`src/rtl/pipe_pkg.sv`:
```
// Shared definitions for the delay-line family: default data width and
// the helper that sizes the tap-select and occupancy fields.
package pipe_pkg;

    localparam int DEFAULT_SIZE = 32;

    // Bits needed to hold the value n itself, i.e. $clog2(n+1).
    function automatic int clog2_plus1(input int n);
        int w;
        w = 0;
        for (int i = 0; i < 31; i++) begin
            if ((n >> i) != 0) begin
                w = i + 1;
            end
        end
        return w;
    endfunction

endpackage

```
`src/rtl/delay_stage.sv`:
```
// One stage of the delay line: a valid bit plus a data word with
// reset > flush > stall > load priority.
module delay_stage #(
    parameter int SIZE = 32
) (
    input  logic            clk,
    input  logic            rst_n,
    input  logic            stall,
    input  logic            flush,
    input  logic            vin,
    input  logic [SIZE-1:0] din,
    output logic            vout,
    output logic [SIZE-1:0] dout
);

    logic            r_valid;
    logic [SIZE-1:0] r_data;

    // Bubbles load zero data so the line never carries stale or unknown words.
    always_ff @(posedge clk or negedge rst_n) begin
        if (!rst_n) begin
            r_valid <= 1'b0;
            r_data  <= '0;
        end else if (flush) begin
            r_valid <= 1'b0;
            r_data  <= '0;
        end else if (!stall) begin
            r_valid <= vin;
            r_data  <= vin ? din : '0;
        end
    end

    assign vout = r_valid;
    assign dout = r_data;

endmodule

```
`src/rtl/pipe_delay_line.sv`:
```
// Stallable, flushable DEPTH-stage delay line with a runtime-selectable
// output tap, per-stage tap outputs and a registered occupancy count.
module pipe_delay_line
    import pipe_pkg::*;
#(
    parameter int  SIZE  = DEFAULT_SIZE,
    parameter int  DEPTH = 4,
    localparam int SELW  = clog2_plus1(DEPTH)
) (
    input  logic                  clk,
    input  logic                  rst_n,
    input  logic                  stall,
    input  logic                  flush,
    input  logic                  in_valid,
    input  logic [SIZE-1:0]       in_data,
    input  logic [SELW-1:0]       delay_sel,
    output logic                  out_valid,
    output logic [SIZE-1:0]       out_data,
    output logic [DEPTH-1:0]      taps_valid,
    output logic [SIZE*DEPTH-1:0] taps_data,
    output logic [SELW-1:0]       occ
);

    // Index 0 is the line input, index i is the output of stage i.
    logic [DEPTH:0]           w_vChain;
    logic [DEPTH:0][SIZE-1:0] w_dChain;
    logic [SELW-1:0]          w_tapSel;
    logic [SELW-1:0]          r_occ;

    assign w_vChain[0] = in_valid;
    assign w_dChain[0] = in_data;

    genvar i;
    generate
        for (i = 1; i <= DEPTH; i++) begin : g_stage
            delay_stage #(
                .SIZE (SIZE)
            ) u_stage (
                .clk   (clk),
                .rst_n (rst_n),
                .stall (stall),
                .flush (flush),
                .vin   (w_vChain[i-1]),
                .din   (w_dChain[i-1]),
                .vout  (w_vChain[i]),
                .dout  (w_dChain[i])
            );
            assign taps_valid[i-1]             = w_vChain[i];
            assign taps_data[i*SIZE-1 -: SIZE] = w_dChain[i];
        end
    endgenerate

    // Occupancy tracks what enters stage 1 and what falls off the last stage.
    always_ff @(posedge clk or negedge rst_n) begin
        if (!rst_n) begin
            r_occ <= '0;
        end else if (flush) begin
            r_occ <= '0;
        end else if (!stall) begin
            r_occ <= r_occ + SELW'(in_valid) - SELW'(w_vChain[DEPTH]);
        end
    end

    assign occ = r_occ;

    // Out-of-range selects (0 or above DEPTH) fall back to the last stage.
    always_comb begin
        w_tapSel = SELW'(DEPTH);
        if ((delay_sel != '0) && (int'(delay_sel) <= DEPTH)) begin
            w_tapSel = delay_sel;
        end
    end

    assign out_valid = w_vChain[w_tapSel];
    assign out_data  = w_dChain[w_tapSel];

endmodule
```
`config.mk`:
```
export PLATFORM = sky130hd
export DESIGN_NAME = pipe_delay_line
export DESIGN_NICKNAME = d
export VERILOG_FILES = /design/src/rtl/pipe_pkg.sv /design/src/rtl/delay_stage.sv /design/src/rtl/pipe_delay_line.sv
export SDC_FILE = /design/constraint.sdc
export NUM_CORES = 1
export LEC_CHECK = 0
export ABC_AREA = 0
export BUFFER_PORTS_ARGS = -buffer_cell sky130_fd_sc_hd__buf_2
export CELL_PAD_IN_SITES_DETAIL_PLACEMENT = 1
export CELL_PAD_IN_SITES_GLOBAL_PLACEMENT = 1
export CORE_UTILIZATION = 40
export DETAILED_ROUTE_END_ITERATION = 8
export GPL_TIMING_DRIVEN = 0
export PLACE_DENSITY_LB_ADDON = 0.1
export SYNTH_ARGS = -nofsm -noshare
export SYNTH_HDL_FRONTEND = slang
export SYNTH_SLANG_ARGS = --single-unit
export TNS_END_PERCENT = 20
```
`constraint.sdc`:
```
create_clock -name clk -period 5.4 [get_ports clk]
set_input_delay 1.08 -clock clk [delete_from_list [all_inputs] [get_ports clk]]
set_output_delay 1.08 -clock clk [all_outputs]
set_load 0.03 [all_outputs]
```
==> summary.txt, run 1 <==
Status - completed
Leak Pwr - 4.33 nW
Max Freq - 225 MHz
Capturing element type of the critical path - output pin
Least-Margin Pin Slew - 693 ps
GRT Overall Usage - 0.284
Hold Worst Slack - 528 ps
Buf+Inv Stages, Crit Path - 5
WP depth - 9
CTS tree - done
GR Util met1 - 0.365
Design area - 8060 µm²
RSZ-0062 raised after global routing - false
Power Dens Cells - 301 nW/µm²
Largest delay contributor family on the critical path - buffers and inverters
Synth Area in XOR/XNOR - 0.00140
Fin. Hold Viols - 0
Via-to-Cell Ratio - 6.07
Dominant synthesized flop cell - dfrtp_1
DIE HEIGHT - 127 µm
Via count of the first global-routing pass - 5703
Wire per inst - 24.3 µm
H-tree depth - 4
Dpl hpwl - 15100 µm
Mean post-synth cell area - 12.8 µm²
Reg area - 3380 µm²
Root Buffer - clkbuf_16
Final Max Tran Viols - 0
Post-synth ARST share - 1.00
Die area - 16100 µm²
Critical Path Fanout Max - 10
CP most frequent cell - buf_2
Crit start category - primary input
IO Port Bufs - 206
First-pass GRT wire length - 34100 µm
Bufs on Longest Clock Path - 2
Core Box Area - 15200 µm²
Largest net degree at the start of global routing - 79
DRT antenna net count - 0
Largest family of logic cells by synthesized area - compound AO/OA/AOI/OAI gates
Number of DRC markers in iteration 0 - 309
Setup repair bufs after CTS - 0
Reg2reg end - occ[2]
Yosys top cell by area - dfrtp_1
Fill cell count - 1634
Vias after detailed routing - 5563
CTS buffer count - 17
Post-synth top area share - 0.541
HP Class - flip-flop to flip-flop
Sink Count - 135
CTS-repair resized insts - 0
Hold wc startpoint - g_stage[4].u_stage.dout[7]
Site row count - 45
Setup violators final - 0
Compound-Gate Fraction of Synth Area - 0.309
GR Overflow Total - 0
Relative slew slack - 0.538
Layout Cells excl Fill - 916
Io pins - 208
GR Util met2 - 0.471
EDFF count, synth - 0
Post-synthesis mux area share - 0.0609
GR peak layer - met2
RR Startpoint - g_stage[4].u_stage.vout
DRC Markers - 0
Worst path required time - 4320 ps
Yosys reg bits - 135
Cells after DPL - 884
Multi-input gate area - 2470 µm²
Clock Skew - 7.72 ps
Worst slack, placed - 976 ps
CP Cell Sequence - buf_4 -> buf_6 -> or2_2 -> ha_1 -> buf_2 -> clkbuf_1 -> o32ai_1 -> o2bb2ai_1 -> buf_2
Fin worst setup slack - 949 ps
Setup CP Type - primary input to output pin
Syn Std Cell Area - 6240 µm²
Clock latency on the worst-skew pair - 430 ps
DRT Pass-1 Iters - 6
Synth Area in Simple Gates - 0.0160
Routability congestion estimate - 0.802
CTS clock-pin slew for the worst setup and hold paths - 60 ps
Worst VDD drop - 0.213 mV
Net Count, Synth - 533
R2R depth - 8
Synth Area in Adders - 0.00922
Post-place instance area - 7540 µm²
Initial Util - 0.411
Post-synthesis sequential area ratio - 0.541
Synth Warn # - 0
Post-synthesis cell type count - 29
Die width - 127 µm
Tcrit/Tclk final - 0.824
Number of nets in the layout - 759
R2r setup slk - 3370 ps
Worst stage delay on the critical path - 520 ps
Gate Count Post-Synth - 489
Fraction of layout instances using a drive strength above 1 - 0.444
Hold buffer count at CTS - 0
Final WL - 22300 µm
Slowest CP cell - clkbuf_1
Initial antenna violation count - 2
Setup TNS - 0 ps
Area delta synth->final - 29.2%
Tmin final - 4450 ps
Max_cap viols - 0
Crit path from - delay_sel[1]
CP Capture Point - out_data[9]
Met3 Usage GRT - 0.0565
Arr. time, crit path - 3370 ps
Main area contributors after synthesis - dfrtp_1, a22o_1, mux2_2
[cell families after synthesis]
kind of cell    after synthesis
simple gates                 17
fa+ha+maj                     4
xor+xnor                      1
mux                          34
flops                       135
compound gates              235
buf+inv                      63
[worst register-to-register path: cells and delay by family, from the launching register on]
family | cells | cell delay (ps)
flip-flops | 1 | 430
buffers and inverters | 2 | 100
adder cells (fa/ha/maj) | 3 | 820
AO/OA/AOI/OAI | 1 | 140
AND/OR/NAND/NOR | 1 | 310
XOR/XNOR | 1 | 160
[per-layer routing]
metal,routed length (µm),vias to the layer above
met2,11000,209
met4,460,2
met3,1280,33
li1,-,2391
met5,13,-
met1,9480,2928
[layout make-up]
type | instances | area share
sequential | 135 | 0.419
multi-input combinational | 291 | 0.307
timing repair buffer | 207 | 0.132
clock buffer | 19 | 0.0537
buffer | 58 | 0.0459
tap | 188 | 0.0292
clock inverter | 12 | 0.0109
inverter | 5 | 0.00233
antenna | 1 | 0.000310
[synth_stat cells, drive strengths merged, types with 2 or more instances]
library cell / number
mux2i: 2
o2bb2ai: 32
a21oi: 2
and2: 4
inv: 5
nand2b: 2
dfrtp: 135
mux2: 32
buf: 52
ha: 3
nor2b: 2
a21o: 4
o32ai: 32
o21ai: 33
clkbuf: 6
a22o: 128
nor2: 6
[per-stage QoR]
stage          utilization  total power, mW
3_3_place_gp         0.494             1.38
6_report             0.530             2.43
2_1_floorplan            -             1.25
3_5_place_dp         0.496             1.39
5_1_grt              0.530             2.50
4_1_cts              0.530             2.44
[how the worst min path moves through the flow]
stage	to	slack [ps]	depth (start not counted)
floorplan	g_stage[3].u_stage.vout	480	1
global placement	g_stage[3].u_stage.vout	510	1
detailed placement	g_stage[4].u_stage.dout[3]	520	1
CTS	g_stage[4].u_stage.dout[7]	530	1
global route	g_stage[4].u_stage.dout[10]	550	1
finish	g_stage[4].u_stage.dout[7]	530	1
[power by group]
group          switching [mW]  leakage (nW)  total, mW  internal (mW)
clock                   0.439         0.265       1.06          0.620
combinational           0.232          2.19      0.330         0.0982
sequential             0.0144          1.87       1.04           1.02
total                   0.686          4.33       2.43           1.74
[layout by cell type, fill, tap and decap left out, types with 8 or more instances in the layout]
cell       count
dfrtp_1      135
o21ai_0       33
a22o_1       128
o32ai_1       32
buf_2        240
buf_6         13
clkinv_2      10
mux2_2        32
clkbuf_1       8
o2bb2ai_1     32
clkbuf_16     17
[state kept, by name (all words and copies together), names as in the netlist]
name / flops
g_stage.u_stage.vout: 4
g_stage.u_stage.dout: 128
occ: 3
Power figures use the tool's default switching activity.
==> inputs of run 2 (changes only) <==
CORE_UTILIZATION = 36   (was 40)
clock period = 4 ns   (was 5.4 ns; I/O delays follow)
==> run 2 against run 1 <==
  * Final cell count up 3.7%
  * Critical path depth up 1
  * Sequential cell count is the same
  * Via count is 1.7% lower
  * Highest routed layer is now met4
  * Die area rose by 11%
  * Sequential share of layout area shrank 0.29 points
  * Clock skew up 2.5 ps
  * Combinational power is 35% higher
  * Count of clock-buffer cells in the layout unchanged
  * Non-clock buffer count did not move
==> summary.txt, run 2 (synthesis gave the netlist of run 1 again) <==
Status - completed
Core Box Area - 16800 µm² (+10%)
Number of nets in the layout - 759 (unchanged)
Area delta synth->final - 30.1%
Relative slew slack - 0.532 (-0.00568)
Seq pwr share - 0.427 (about the same)
Leak Pwr - 4.32 nW (-0.20%)
Routability congestion estimate - 0.807 (+0.60%)
Worst path required time - 3200 ps (-1120 ps)
Layout Cells excl Fill - 950 (+3.7%)
P_sw - 948 µW (+38%)
First-pass GRT wire length - 34900 µm (+2.1%)
Clock Skew - 10.2 ps (+2.51 ps)
Cells after DPL - 916 (+3.6%)
Final Max Tran Viols - 0 (unchanged)
Reg2reg end - occ[2]
Least-Margin Pin Slew - 701 ps (+8.52 ps)
DRT antenna net count - 0 (unchanged)
RR Startpoint - g_stage[4].u_stage.vout
Hold buffer count at CTS - 0 (unchanged)
Vias after detailed routing - 5468 (-1.7%)
Wire per inst - 24.0 µm (-1.4%)
Die width - 134 µm (+5.3%)
Max Freq - 258 MHz
R2r setup slk - 1930 ps (-1440 ps)
Setup repair bufs after CTS - 0 (unchanged)
RSZ-0062 raised after global routing - false
Fill cell count - 1870 (+14%)
CTS-repair resized insts - 0 (unchanged)
Crit start category - primary input
Via-to-Cell Ratio - 5.76 (-5.2%)
Power Dens Cells - 404 nW/µm² (+34%)
Initial antenna violation count - 2 (unchanged)
Critical Path Fanout Max - 10 (unchanged)
Fin. Hold Viols - 0 (unchanged)
Comb pwr share - 0.136 (about the same)
R2R depth - 8 (unchanged)
Setup CP Type - primary input to output pin
Worst VDD drop - 0.290 mV (+36%)
HP Class - primary input to asynchronous set/reset pin
Io pins - 208 (unchanged)
Largest net degree at the start of global routing - 80 (+1.3%)
IO Port Bufs - 206 (unchanged)
Sw frac - 0.289 (+0.00671)
Clock power frac - 0.436 (about the same)
Die area - 17900 µm² (+11%)
Largest register FFs - 128 (unchanged)
Number of DRC markers in iteration 0 - 263 (-15%)
DIE HEIGHT - 134 µm (+5.3%)
CTS tree - done
Arr. time, crit path - 3080 ps (-290 ps)
Max_cap viols - 0 (unchanged)
CTS buffer count - 17 (unchanged)
Most frequent cells in the layout - buf_2, dfrtp_1, a22o_1, o21ai_0
Tcrit/Tclk final - 0.970
Bufs on Longest Clock Path - 2 (unchanged)
CTS clock-pin slew for the worst setup and hold paths - 60 ps (about the same)
Sink Count - 135 (unchanged)
Fraction of layout instances using a drive strength above 1 - 0.448 (+0.00351)
GR Overflow Total - 0 (unchanged)
Cell-internal power - 2.33 mW (+34%)
Site row count - 47 (+4.4%)
Dpl hpwl - 15500 µm (+2.7%)
Clock latency on the worst-skew pair - 420 ps (about the same)
Via count of the first global-routing pass - 5699 (-0.070%)
Capturing element type of the critical path - output pin
Setup violators final - 0 (unchanged)
Setup TNS - 0 ps (unchanged)
DRC Markers - 0 (unchanged)
Commonest non-fill, non-tap cell in the layout - buf_2
Initial Util - 0.372 (-0.0382)
DRT Pass-1 Iters - 4 (-2)
Final WL - 22800 µm (+2.3%)
Tmin final - 3880 ps
H-tree depth - 4 (unchanged)
Root Buffer - clkbuf_16
GRT Overall Usage - 0.261 (-0.0227)
## run 2: final cells by class
type	count	area, µm²	area share
Antenna cell	2	5.00	0.000616
Buffer	58	370	0.0456
Clock buffer	19	453	0.0558
Clock inverter	13	81.3	0.0100
Inverter	5	18.8	0.00231
Multi-Input combinational cell	291	2470	0.305
Sequential cell	135	3380	0.416
Tap cell	220	275	0.0339
Timing Repair Buffer	207	1060	0.131
## run 2: per-layer routing
layer	global-route usage	vias to the layer above	wire length, µm
met5	0	-	0
met4	0.0941	0	405
met3	0.0544	28	1300
met2	0.429	186	11200
met1	0.341	2855	9890
li1	-	2399	-
## run 2: worst max-delay path by stage
stage	startpoint	end	slack, ps	depth (start not counted)
6_report	delay_sel[1]	out_data[0]	120	10
5_1_grt	delay_sel[1]	out_data[28]	40	10
4_1_cts	delay_sel[1]	out_data[21]	140	10
3_5_place_dp	delay_sel[1]	out_data[21]	140	9
3_3_place_gp	delay_sel[1]	out_data[21]	160	10
2_1_floorplan	delay_sel[1]	out_data[0]	440	9
## run 2: worst max-delay path: stages
cell and delay (ps):
buf_4 170, buf_6 160, or2_2 270, ha_1 270, buf_2 200, nand2b_1 250
buf_2 320, o32ai_1 130, o2bb2ai_1 250, buf_2 250
## run 2: through the flow
step | setup WS (ps) | total power, mW | cell area (µm²) | hold slack [ps] | utilization
floorplan | 437 | 1.68 | 6240 | 481 | -
global route | 44.0 | 3.39 | 8120 | 378 | 0.485
detailed placement | 144 | 1.88 | 7580 | 515 | 0.452
CTS | 135 | 3.31 | 8120 | 364 | 0.484
global placement | 163 | 1.86 | 7550 | 507 | 0.450
finish | 119 | 3.28 | 8120 | 341 | 0.485
## run 2: power by group through the flow
stage | clock network (mW) | logic, mW | registers, mW
finish | 1.43 | 0.447 | 1.40
global route | 1.51 | 0.478 | 1.40
detailed placement | 0 | 0.449 | 1.43
global placement | 0 | 0.439 | 1.43
floorplan | 0 | 0.231 | 1.45
CTS | 1.46 | 0.451 | 1.40
